==> src/rtl/instr_loader.sv <==
// -----------------------------------------------------------------------------
// instr_loader
//
// Streams 32-bit instruction words from a valid/ready source into an
// instruction memory, one word per accepted transfer, starting at address 0.
// The load ends when an end word is seen (top nibble == END_NIBBLE). It also
// ends if the memory fills up without an end word, which is an overflow.
//
// Parameters
//   ADDR_W      word-address width; memory depth is 2**ADDR_W words
//   END_NIBBLE  value of in_data[31:28] that marks the program end word
//
// Ports
//   clk         clock, all logic on the rising edge
//   rst_n       synchronous active-low reset
//   start       pulse; restarts a load from address 0 when in DONE or OVF
//   in_valid    in_data holds a valid word
//   in_data     instruction word, program order
//   in_ready    loader accepts in_data this cycle (high only while loading)
//   mem_we      memory write enable, one cycle after acceptance
//   mem_addr    memory word address of the write
//   mem_wdata   memory write data
//   load_done   program fully written, end word included
//   overflow    memory filled without an end word
//   word_count  number of words written in the current load
//   checksum    (only with INSTR_LOADER_CHECKSUM_EN) running 32-bit sum of
//               every written word, cleared by reset and by start
//
// Optional feature: define INSTR_LOADER_CHECKSUM_EN to add the checksum port.
// -----------------------------------------------------------------------------
module instr_loader #(
  parameter int          ADDR_W     = 18,
  parameter logic [3:0]  END_NIBBLE = 4'b1111
) (
  input  logic              clk,
  input  logic              rst_n,
  input  logic              start,
  input  logic              in_valid,
  input  logic [31:0]       in_data,
  output logic              in_ready,
  output logic              mem_we,
  output logic [ADDR_W-1:0] mem_addr,
  output logic [31:0]       mem_wdata,
  output logic              load_done,
  output logic              overflow,
`ifdef INSTR_LOADER_CHECKSUM_EN
  output logic [31:0]       checksum,
`endif
  output logic [ADDR_W:0]   word_count
);

  typedef enum logic [1:0] {
    LOAD = 2'd0,
    DONE = 2'd1,
    OVF  = 2'd2
  } state_t;

  state_t              state_q, state_d;
  logic [ADDR_W-1:0]   ptr_q, ptr_d;
  logic [ADDR_W:0]     count_q, count_d;
  logic                mem_we_q, mem_we_d;
  logic [ADDR_W-1:0]   mem_addr_q, mem_addr_d;
  logic [31:0]         mem_wdata_q, mem_wdata_d;
  logic                load_done_q, load_done_d;
  logic                overflow_q, overflow_d;

  logic is_end;
  logic last_addr;

  assign is_end    = (in_data[31:28] == END_NIBBLE);
  assign last_addr = &ptr_q;

  always_comb begin
    state_d     = state_q;
    ptr_d       = ptr_q;
    count_d     = count_q;
    mem_we_d    = 1'b0;
    mem_addr_d  = mem_addr_q;
    mem_wdata_d = mem_wdata_q;

    unique case (state_q)
      LOAD: begin
        if (in_valid) begin
          mem_we_d    = 1'b1;
          mem_addr_d  = ptr_q;
          mem_wdata_d = in_data;
          count_d     = count_q + (ADDR_W+1)'(1);
          // End word wins over overflow when both happen at the last address.
          if (is_end) begin
            state_d = DONE;
          end else if (last_addr) begin
            state_d = OVF;
          end
          // Saturate rather than wrap at the top of memory.
          if (!last_addr) begin
            ptr_d = ptr_q + ADDR_W'(1);
          end
        end
      end
      DONE, OVF: begin
        if (start) begin
          state_d = LOAD;
          ptr_d   = '0;
          count_d = '0;
        end
      end
      default: state_d = LOAD;
    endcase

    load_done_d = (state_d == DONE);
    overflow_d  = (state_d == OVF);
  end

  always_ff @(posedge clk) begin
    if (!rst_n) begin
      state_q     <= LOAD;
      ptr_q       <= '0;
      count_q     <= '0;
      mem_we_q    <= 1'b0;
      mem_addr_q  <= '0;
      mem_wdata_q <= '0;
      load_done_q <= 1'b0;
      overflow_q  <= 1'b0;
    end else begin
      state_q     <= state_d;
      ptr_q       <= ptr_d;
      count_q     <= count_d;
      mem_we_q    <= mem_we_d;
      mem_addr_q  <= mem_addr_d;
      mem_wdata_q <= mem_wdata_d;
      load_done_q <= load_done_d;
      overflow_q  <= overflow_d;
    end
  end

`ifdef INSTR_LOADER_CHECKSUM_EN
  logic [31:0] checksum_q, checksum_d;

  // The sum picks up a word on the same edge the memory stores it. A restart
  // clears the sum even if the final write of the previous load is on the bus.
  always_comb begin
    checksum_d = checksum_q + (mem_we_q ? mem_wdata_q : 32'd0);
    if ((state_q != LOAD) && start) begin
      checksum_d = '0;
    end
  end

  always_ff @(posedge clk) begin
    if (!rst_n) begin
      checksum_q <= '0;
    end else begin
      checksum_q <= checksum_d;
    end
  end

  assign checksum = checksum_q;
`endif

  assign in_ready   = (state_q == LOAD);
  assign mem_we     = mem_we_q;
  assign mem_addr   = mem_addr_q;
  assign mem_wdata  = mem_wdata_q;
  assign load_done  = load_done_q;
  assign overflow   = overflow_q;
  assign word_count = count_q;

endmodule

==> config.mk <==
export PLATFORM = sky130hd
export DESIGN_NAME = instr_loader
export DESIGN_NICKNAME = d
export VERILOG_FILES = /design/src/rtl/instr_loader.sv
export SDC_FILE = /design/constraint.sdc
export NUM_CORES = 1
export LEC_CHECK = 0
export CORE_ASPECT_RATIO = 0.7
export CORE_UTILIZATION = 45
export DETAILED_ROUTE_END_ITERATION = 10
export PLACE_DENSITY = 0.84
export SYNTH_ARGS = -nofsm -noshare
export SYNTH_HDL_FRONTEND = slang
export SYNTH_SLANG_ARGS = --single-unit
export TNS_END_PERCENT = 30
==> constraint.sdc <==
create_clock -name clk -period 2.65 [get_ports clk]
set_input_delay 0.6625 -clock clk [delete_from_list [all_inputs] [get_ports clk]]
set_output_delay 0.6625 -clock clk [all_outputs]
set_load 0.005 [all_outputs]
==> reports/metrics.cfg, run 1 <==
[outcome]
outcome = finished with violations
violations = design-rule violations

[layout]
final_common_cell = nand2_1
n_antenna_cell = 0
final_cell_mix = nand2_1 (122), clkdlybuf4s50_1 (108), dfxtp_1 (92)
nets = 605
drive_gt1_share_pct = 5.96
final_cell_area_um2 = 5310
area_growth_syn_to_layout_pct = 40.3

[floorplan]
start_util_pct = 47.3
chipWidth_um = 112
die_h_um = 78.7
fp.dieArea_um2 = 8790
core-area_um2 = 8010
rows = 27
io_pins = 109

[cts]
clk_pin_slew_ps = 60
clk-insertion-delay-late_ps = 340
post_cts_buffers = 0
cts_tree = yes
cts_resized = 0
clock_sinks = 92
ctsHoldBuffers = 0
clock_path_buffers = 2
cts_buffers = 9
htree_levels = 3
cts_root_buf = clkbuf_16

[synthesis]
synth_top_area_share_pct = 48.7
ys.warnings.count = 0
synth-seq-area-share_pct = 48.7
ys_ff_latch = 92
avgSynthCellArea_um2 = 8.21
synth_largest_area_cell = dfxtp_1
synth_top_flop_cell = dfxtp_1
synth-edff-count = 0
syn_nets = 501
syn_inst = 461
synth_cell_types = 49
async_flop_share_pct = 0
synth_area_um2 = 3780
synthTopCellsByArea = dfxtp_1 (49%), nand2_1 (12%), a21oi_1 (7.3%)

[routing]
wl_um = 9740
drtAntennaViolNets = 0
drc = 5
first_iter_violations = 232
route.vias.total = 3573
wl_per_cell_um = 14.5
dr.pass1.iters = 9
avgViaCountPerCell = 5.32

[timing]
finalHoldViolCount = 0
worst_pin_slew_ps = 427
finalSetupViolations = 0
slew_headroom_pct = 71.5
finalCriticalPeriod_ps = 2380
setup_tns_ps = 0
clock_skew_ps = 5.62
rsz0062_at_grt = no
fin_crit_sh_pct = 89.9
final_max_slew_viol_count = 0
finalWorstSetupSlack_ps = 268
fmax_ghz = 0.420

[power]
power_frac_comb_pct = 8.5
power.switching_mw = 0.666
vdd_drop_max_v = 0.000409
power.internal_mw = 2.45
seq_power_share_pct = 46.4
powerDensity_nw_per_um2 = 586
switching_share_pct = 21.4
power.leakage_nw = 1.85
clkPwrFrac_pct = 45.0

[critical_path]
r2r_cells = 7
crit_arrival_ps = 1720
cp_max_fo = 8
start_kind = flop
required_ps = 1990
cp-end-kind = output port
critPathKind = flop to output port

[hold_path]
worstHoldPathCells = 2
hold_path_class = flop to flop

[global_route]
antenna_found_initial = 0
overflow = 0
grt-busiest-layer = met2
grt_use_met1_pct = 29.4
grt_pass1_vias = 3407
use_met2_pct = 37.6
met3_usage_pct = 7.56
grt_max_degree = 52
grt_usage_pct = 23.1
grt_pass1_wl_um = 16200

[place]
dp_slack_ps = 120
port_buffers = 108
dp_hpwl_um = 6780
placedInstanceArea_um2 = 4980
gp_congestion = 0.853

[flow_run]
max_cap_viol_count = 0

## registers in the layout, summed over array words and instances (netlist names)
| name | count |
|---|---|
| load_done | 1 |
| mem_addr | 18 |
| word_count | 19 |
| mem_wdata | 32 |
| state_q | 2 |
| ptr_q | 18 |
| mem_we | 1 |
| overflow | 1 |
## kinds of logic (layout without fill, tap and decap cells)
family / Yosys count / count (layout) / share of synthesized area [%]
AOI/OAI and AO/OA: 85 / 85 / 13.5
xor gates and xnor gates: 21 / 21 / 4.86
adders and majority gates: 4 / 4 / 1.32
buffers and inverters: 35 / 144 / 3.77
DFF: 92 / 92 / 48.7
muxes: 2 / 2 / 0.661
and+or+nand+nor: 222 / 222 / 27.2
## area by class of cell
type / count / area [µm²]
clock inverter: 3 / 68.8
multi-input combinational: 334 / 1800
tap: 101 / 126
clock buffer: 13 / 260
fill: 664 / 2700
timing repair buffer: 116 / 1170
inverter: 12 / 45.0
sequential: 92 / 1840
## power by group through the flow
stage / clock (mW) / combinational, mW / sequential, mW
2_1_floorplan: 0 / 0.104 / 1.48
3_3_place_gp: 0 / 0.259 / 1.47
3_5_place_dp: 0 / 0.266 / 1.48
4_1_cts: 1.42 / 0.267 / 1.44
5_1_grt: 1.48 / 0.291 / 1.45
6_report: 1.40 / 0.265 / 1.45
## cell usage after synthesis, types with 2 or more instances
library cell	n
a2111o_1	2
clkbuf_1	21
and2_1	5
dfxtp_1	92
nand2b_1	2
a311oi_1	3
nand4_1	6
and4_1	5
and3_1	4
or3_1	4
xnor2_1	18
nor4_1	6
o21ai_0	6
a31oi_1	2
xor2_1	3
nor2_1	32
nand4_2	2
o22ai_1	2
nor2b_1	2
nand2_1	122
o21ai_1	4
a211oi_1	3
nand3_1	11
ha_1	4
a21oi_1	55
nor3_1	12
inv_1	11
## metal layers
| layer | share of wire [%] | vias up | routed length (µm) |
|---|---|---|---|
| met1 | 46 | 1676 | 4460 |
| met5 | 0 | - | 0 |
| li1 | - | 1778 | - |
| met2 | 46 | 103 | 4490 |
| met3 | 6.6 | 16 | 638 |
| met4 | 1.5 | 0 | 142 |
## worst paths after layout
path	start	to	slack, ps
hold reg to reg	mem_addr[1]$_SDFFE_PN0P_	mem_addr[1]$_SDFFE_PN0P_	450
setup / recovery	state_q[0]$_SDFF_PN0_	in_ready	270
hold / removal	mem_addr[1]$_SDFFE_PN0P_	mem_addr[1]$_SDFFE_PN0P_	450
setup reg to reg	state_q[0]$_SDFF_PN0_	ptr_q[3]$_SDFFE_PN0P_	390
## worst max-delay path: stages, from the launching register on
cell and delay [ps]:
dfxtp_1 340, inv_1 100, ha_1 370, clkdlybuf4s50_1 570
## stage by stage
stage	power [mW]	std cells	hold WS, ps	util (%)
2_1_floorplan	1.58	461	453	-
3_3_place_gp	1.73	655	441	62.2
3_5_place_dp	1.74	655	446	62.2
4_1_cts	3.14	671	455	66.3
5_1_grt	3.22	671	472	66.3
6_report	3.11	671	453	66.3
Note: power is estimated with default switching activity, not from simulation.
==> run 2: changes to the inputs <==
--- a/config.mk
+++ b/config.mk
@@ -9,6 +9,7 @@
 export CORE_UTILIZATION = 45
 export DETAILED_ROUTE_END_ITERATION = 10
 export PLACE_DENSITY = 0.84
+export REMOVE_ABC_BUFFERS = 1
 export SYNTH_ARGS = -nofsm -noshare
 export SYNTH_HDL_FRONTEND = slang
 export SYNTH_SLANG_ARGS = --single-unit
==> reports/metrics.cfg, run 2 (same netlist as run 1, synthesis figures left out) <==
[outcome]
outcome = finished with violations  ; unchanged
violations = design-rule violations  ; unchanged

[floorplan]
rows = 27  ; unchanged
start_util_pct = 47.3  ; unchanged
chipWidth_um = 112  ; unchanged
die_h_um = 78.7  ; unchanged
io_pins = 109  ; unchanged
core-area_um2 = 8010  ; unchanged
fp.dieArea_um2 = 8790  ; unchanged

[timing]
fmax_ghz = 0.420  ; about the same
clock_skew_ps = 11.8  ; was 5.62 ps
finalWorstSetupSlack_ps = 271  ; was 268 ps
slew_headroom_pct = 71.1  ; was 71.5%
final_max_slew_viol_count = 0  ; unchanged
finalSetupViolations = 0  ; unchanged
rsz0062_at_grt = no  ; unchanged
finalCriticalPeriod_ps = 2380  ; about the same
setup_tns_ps = 0  ; unchanged
finalHoldViolCount = 0  ; unchanged
worst_pin_slew_ps = 431  ; was 427 ps
fin_crit_sh_pct = 89.8  ; was 89.9%

[global_route]
grt_pass1_wl_um = 15500  ; was 16200 µm
grt_usage_pct = 22.1  ; was 23.1%
antenna_found_initial = 0  ; unchanged
overflow = 0  ; unchanged
grt_max_degree = 52  ; unchanged
grt_pass1_vias = 3266  ; was 3407

[critical_path]
r2r_end = ptr_q[17]$_SDFFE_PN0P_  ; was ptr_q[3]$_SDFFE_PN0P_
crit_chain = inv_1 > ha_1 > clkdlybuf4s50_1  ; unchanged
r2r_cells = 7  ; unchanged
crit_cells = 3  ; unchanged
slowest_stage = clkdlybuf4s50_1  ; unchanged
crit_arrival_ps = 1720  ; about the same
timing.rr.start = state_q[0]$_SDFF_PN0_  ; unchanged
slowest_delay_ps = 580  ; was 570 ps
r2r_setup_slack_ps = 350  ; was 390 ps
critical_path.endpoint = in_ready  ; unchanged
cp-end-kind = output port  ; unchanged
critPathKind = flop to output port  ; unchanged
cp_max_fo = 8  ; unchanged
start_kind = flop  ; unchanged
required_ps = 1990  ; about the same
cp_num_buf_inv = 2  ; unchanged
critPathLaunch = state_q[0]$_SDFF_PN0_  ; unchanged
cpLargestDelayFamily = buffers and inverters  ; unchanged

[place]
placedInstanceArea_um2 = 4980  ; about the same
dp_hpwl_um = 6460  ; was 6780 µm
gp_congestion = 0.889  ; was 0.853
port_buffers = 108  ; unchanged
dp_slack_ps = 161  ; was 120 ps

[cts]
ctsHoldBuffers = 0  ; unchanged
cts_tree = yes  ; unchanged
post_cts_buffers = 0  ; unchanged
cts_buffers = 9  ; unchanged
clk_pin_slew_ps = 60  ; about the same
htree_levels = 3  ; unchanged
clock_sinks = 92  ; unchanged
clk-insertion-delay-late_ps = 340  ; about the same
clock_path_buffers = 2  ; unchanged
cts_resized = 0  ; unchanged
cts_root_buf = clkbuf_16  ; unchanged

[layout]
fillCellCount = 652  ; was 664
post-route-util_pct = 65.5  ; was 66.3%
final_common_cell = nand2_1  ; unchanged
regArea_um2 = 1840  ; unchanged
n_antenna_cell = 0  ; unchanged
final_cell_mix = nand2_1 (122), clkdlybuf4s50_1 (108), dfxtp_1 (92)  ; unchanged
area_growth_syn_to_layout_pct = 38.5  ; was 40.3%
largest_reg_flops = 32  ; unchanged
nets = 602  ; was 605
final_cell_area_um2 = 5240  ; was 5310 µm²
multi_input_area_um2 = 1800  ; about the same
drive_gt1_share_pct = 5.31  ; was 5.96%

[hold_path]
hold_path_class = flop to flop  ; unchanged
worstHoldPathCells = 2  ; unchanged

[power]
powerDensity_nw_per_um2 = 544  ; was 586 nW/µm²
vdd_drop_max_v = 0.000389  ; was 0.000409 V
power.leakage_nw = 1.81  ; was 1.85 nW

[routing]
wl_um = 9350  ; was 9740 µm
drc = 5  ; unchanged
avgViaCountPerCell = 5.30  ; was 5.32
route.vias.total = 3533  ; was 3573
dr.pass1.iters = 8  ; was 9
first_iter_violations = 215  ; was 232
drtAntennaViolNets = 0  ; unchanged
wl_per_cell_um = 14.0  ; was 14.5 µm

[flow_run]
max_cap_viol_count = 0  ; unchanged

## run 2: changes by cell type in the layout (fill, tap and decap cells not counted)
| cell | change |
|---|---|
| and2_2 | +1 |
| buf_12 | +2 |
| buf_4 | -5 |
| clkbuf_8 | -1 |
| clkinv_4 | -1 |
| and2_1 | -1 |
| bufinv_16 | -2 |
| clkinvlp_4 | +1 |
| clkinv_2 | +1 |
## run 2: layer usage
layer  wire, µm  vias up  GRT usage (%)
met5          0        -              0
met1       4240     1641           29.0
met2       4350      103           35.1
li1           -     1767              -
met3        529       22           5.04
met4        235        0           9.59
## run 2: power by group
group / total, mW / internal, mW / switching (mW) / leakage [nW]
Clock: 1.14 / 0.649 / 0.491 / 0.125
Combinational: 0.264 / 0.145 / 0.119 / 0.942
Sequential: 1.44 / 1.42 / 0.0243 / 0.748
## run 2: final cells by class
cell class / instances / area share (%)
flip-flops and latches: 92 / 35.1
well taps: 101 / 2.41
clock buffers: 12 / 4.70
multi-input cells: 334 / 34.4
repair buffers: 113 / 22.3
clock inverters: 2 / 0.239
inverters: 12 / 0.859
## run 2: worst min path at each step
stage,startpoint,end,slack [ps]
finish,mem_addr[0]$_SDFFE_PN0P_,mem_addr[0]$_SDFFE_PN0P_,450
detailed placement,mem_addr[0]$_SDFFE_PN0P_,mem_addr[0]$_SDFFE_PN0P_,450
floorplan,mem_addr[0]$_SDFFE_PN0P_,mem_addr[0]$_SDFFE_PN0P_,450
CTS,mem_wdata[9]$_SDFFE_PN0P_,mem_wdata[9]$_SDFFE_PN0P_,450
global placement,mem_addr[0]$_SDFFE_PN0P_,mem_addr[0]$_SDFFE_PN0P_,440
global route,mem_wdata[8]$_SDFFE_PN0P_,mem_wdata[8]$_SDFFE_PN0P_,470
## run 2: worst register-to-register path, delay by kind of cell, from the launching register on
family          cells  cell delay, ps
simple gates        3             850
compound gates      2             490
flops               1             390
fa+ha+maj           1             390
buf+inv             1              80
## run 2: stage by stage
step | hold WS, ps | power (mW) | std cells
6_report | 450 | 2.85 | 666
5_1_grt | 468 | 2.95 | 666
4_1_cts | 454 | 2.87 | 666
3_5_place_dp | 446 | 1.74 | 652
3_3_place_gp | 440 | 1.73 | 652
2_1_floorplan | 453 | 1.57 | 438
==> run 3: changes to the inputs <==
--- a/config.mk
+++ b/config.mk
@@ -5,12 +5,11 @@
 export SDC_FILE = /design/constraint.sdc
 export NUM_CORES = 1
 export LEC_CHECK = 0
-export CORE_ASPECT_RATIO = 0.7
 export CORE_UTILIZATION = 45
+export CTS_CLUSTER_SIZE = 28
 export DETAILED_ROUTE_END_ITERATION = 10
 export PLACE_DENSITY = 0.84
 export REMOVE_ABC_BUFFERS = 1
 export SYNTH_ARGS = -nofsm -noshare
 export SYNTH_HDL_FRONTEND = slang
 export SYNTH_SLANG_ARGS = --single-unit
-export TNS_END_PERCENT = 30
==> reports/metrics.cfg, run 3 (same netlist as run 1, synthesis figures left out) <==
[routing]
drc = 0  ; was 5
drtAntennaViolNets = 0  ; unchanged
route.vias.total = 3493  ; was 3533
first_iter_violations = 170  ; was 215
dr.pass1.iters = 4  ; was 8
avgViaCountPerCell = 5.18  ; was 5.30
wl_per_cell_um = 13.3  ; was 14.0 µm
wl_um = 9000  ; was 9350 µm

[layout]
final_cell_mix = nand2_1 (122), clkdlybuf4s50_1 (108), dfxtp_1 (92)  ; unchanged
final_cells = 674  ; was 666
final_cell_area_um2 = 5180  ; was 5240 µm²
regArea_um2 = 1840  ; unchanged
multi_input_area_um2 = 1800  ; unchanged
drive_gt1_share_pct = 6.33  ; was 5.31%
fillCellCount = 688  ; was 652
final_common_cell = nand2_1  ; unchanged
area_growth_syn_to_layout_pct = 36.8  ; was 38.5%
nets = 604  ; was 602
n_antenna_cell = 0  ; unchanged
largest_reg_flops = 32  ; unchanged

[critical_path]
critPathKind = flop to output port  ; unchanged
slowest_stage = clkdlybuf4s50_1  ; unchanged
cp-end-kind = output port  ; unchanged
slowest_delay_ps = 580  ; about the same
required_ps = 1990  ; about the same
cp_max_fo = 8  ; unchanged
crit_arrival_ps = 1780  ; was 1720 ps
start_kind = flop  ; unchanged
crit_chain = inv_1 > ha_1 > clkdlybuf4s50_1  ; unchanged

[cts]
htree_levels = 3  ; unchanged
clock_path_buffers = 2  ; unchanged
post_cts_buffers = 0  ; unchanged
clock_sinks = 92  ; unchanged
cts_buffers = 9  ; unchanged
clk_pin_slew_ps = 80  ; was 60 ps
clk-insertion-delay-late_ps = 360  ; was 340 ps
cts_root_buf = clkbuf_8  ; was clkbuf_16
cts_resized = 0  ; unchanged
ctsHoldBuffers = 0  ; unchanged
cts_tree = yes  ; unchanged

[timing]
finalCriticalPeriod_ps = 2440  ; was 2380 ps
finalSetupViolations = 0  ; unchanged
setup_tns_ps = 0  ; unchanged
final_max_slew_viol_count = 0  ; unchanged
finalWorstSetupSlack_ps = 210  ; was 271 ps
slew_headroom_pct = 66.0  ; was 71.1%
fin_crit_sh_pct = 92.1  ; was 89.8%
clock_skew_ps = 12.3  ; was 11.8 ps
rsz0062_at_grt = no  ; unchanged
worst_pin_slew_ps = 510  ; was 431 ps
holdWs_ps = 456  ; was 450 ps
finalHoldViolCount = 0  ; unchanged
fmax_ghz = 0.410  ; was 0.420 GHz

[power]
power.leakage_nw = 1.79  ; was 1.81 nW
vdd_drop_max_v = 0.000269  ; was 0.000389 V
powerDensity_nw_per_um2 = 517  ; was 544 nW/µm²

[global_route]
use_met2_pct = 34.9  ; was 35.1%
met3_usage_pct = 3.16  ; was 5.04%
overflow = 0  ; unchanged
grt_usage_pct = 20.6  ; was 22.1%
grt-busiest-layer = met2  ; unchanged
grt_use_met1_pct = 25.4  ; was 29.0%
grt_pass1_vias = 3219  ; was 3266
grt_max_degree = 52  ; unchanged
grt_pass1_wl_um = 14400  ; was 15500 µm
antenna_found_initial = 0  ; unchanged

[floorplan]
die_h_um = 93.7  ; was 78.7 µm
rows = 33  ; was 27
start_util_pct = 46.3  ; was 47.3%
io_pins = 109  ; unchanged
core-area_um2 = 8180  ; was 8010 µm²
fp.dieArea_um2 = 8780  ; was 8790 µm²
chipWidth_um = 93.7  ; was 112 µm

[flow_run]
max_cap_viol_count = 0  ; unchanged

[outcome]
outcome = finished clean  ; was finished with violations

[place]
dp_cells = 658  ; was 652
port_buffers = 108  ; unchanged
dp_slack_ps = 136  ; was 161 ps
placedInstanceArea_um2 = 4970  ; was 4980 µm²
dp_hpwl_um = 6330  ; was 6460 µm
gp_congestion = 0.854  ; was 0.889

[hold_path]
hold_path_class = flop to flop  ; unchanged

run 3: critical path: cells and delay by family (launching register included):
family	cells	cell delay, ps
adder cells (fa/ha/maj)	1	390
flip-flops	1	360
buffers and inverters	2	680
run 3: power by group:
| part | switching (mW) | leakage, nW | total (mW) | internal, mW |
|---|---|---|---|---|
| combinational | 0.117 | 0.938 | 0.258 | 0.141 |
| clock | 0.490 | 0.106 | 0.979 | 0.489 |
| sequential | 0.0231 | 0.748 | 1.44 | 1.42 |
run 3: area by class of cell:
| cell class | instances | share of cell area (%) |
|---|---|---|
| multi-input combinational | 334 | 34.8 |
| clock buffer | 11 | 2.92 |
| tap | 105 | 2.54 |
| sequential | 92 | 35.6 |
| clock inverter | 5 | 1.16 |
| timing repair buffer | 115 | 22.1 |
| inverter | 12 | 0.870 |
run 3: metal layers:
layer  wire, µm  up-vias
li1           -     1773
met1       4000     1621
met3        366       16
met4        208        0
met5          0        -
met2       4420       83
run 3: per-stage QoR:
stage               util, %  power [mW]
floorplan                 -        1.57
global placement       60.7        1.73
detailed placement     60.7        1.73
CTS                    63.3        2.70
global route           63.3        2.78
finish                 63.3        2.68
run 3: final timing paths:
| kind | startpoint | end | slack [ps] | depth (start not counted) |
|---|---|---|---|---|
| max reg2reg | state_q[0]$_SDFF_PN0_ | word_count[18]$_SDFFE_PN0P_ | 430 | 7 |
| min | mem_addr[1]$_SDFFE_PN0P_ | mem_addr[1]$_SDFFE_PN0P_ | 460 | 2 |
| max | state_q[0]$_SDFF_PN0_ | in_ready | 210 | 3 |
| min reg2reg | mem_addr[1]$_SDFFE_PN0P_ | mem_addr[1]$_SDFFE_PN0P_ | 460 | 2 |
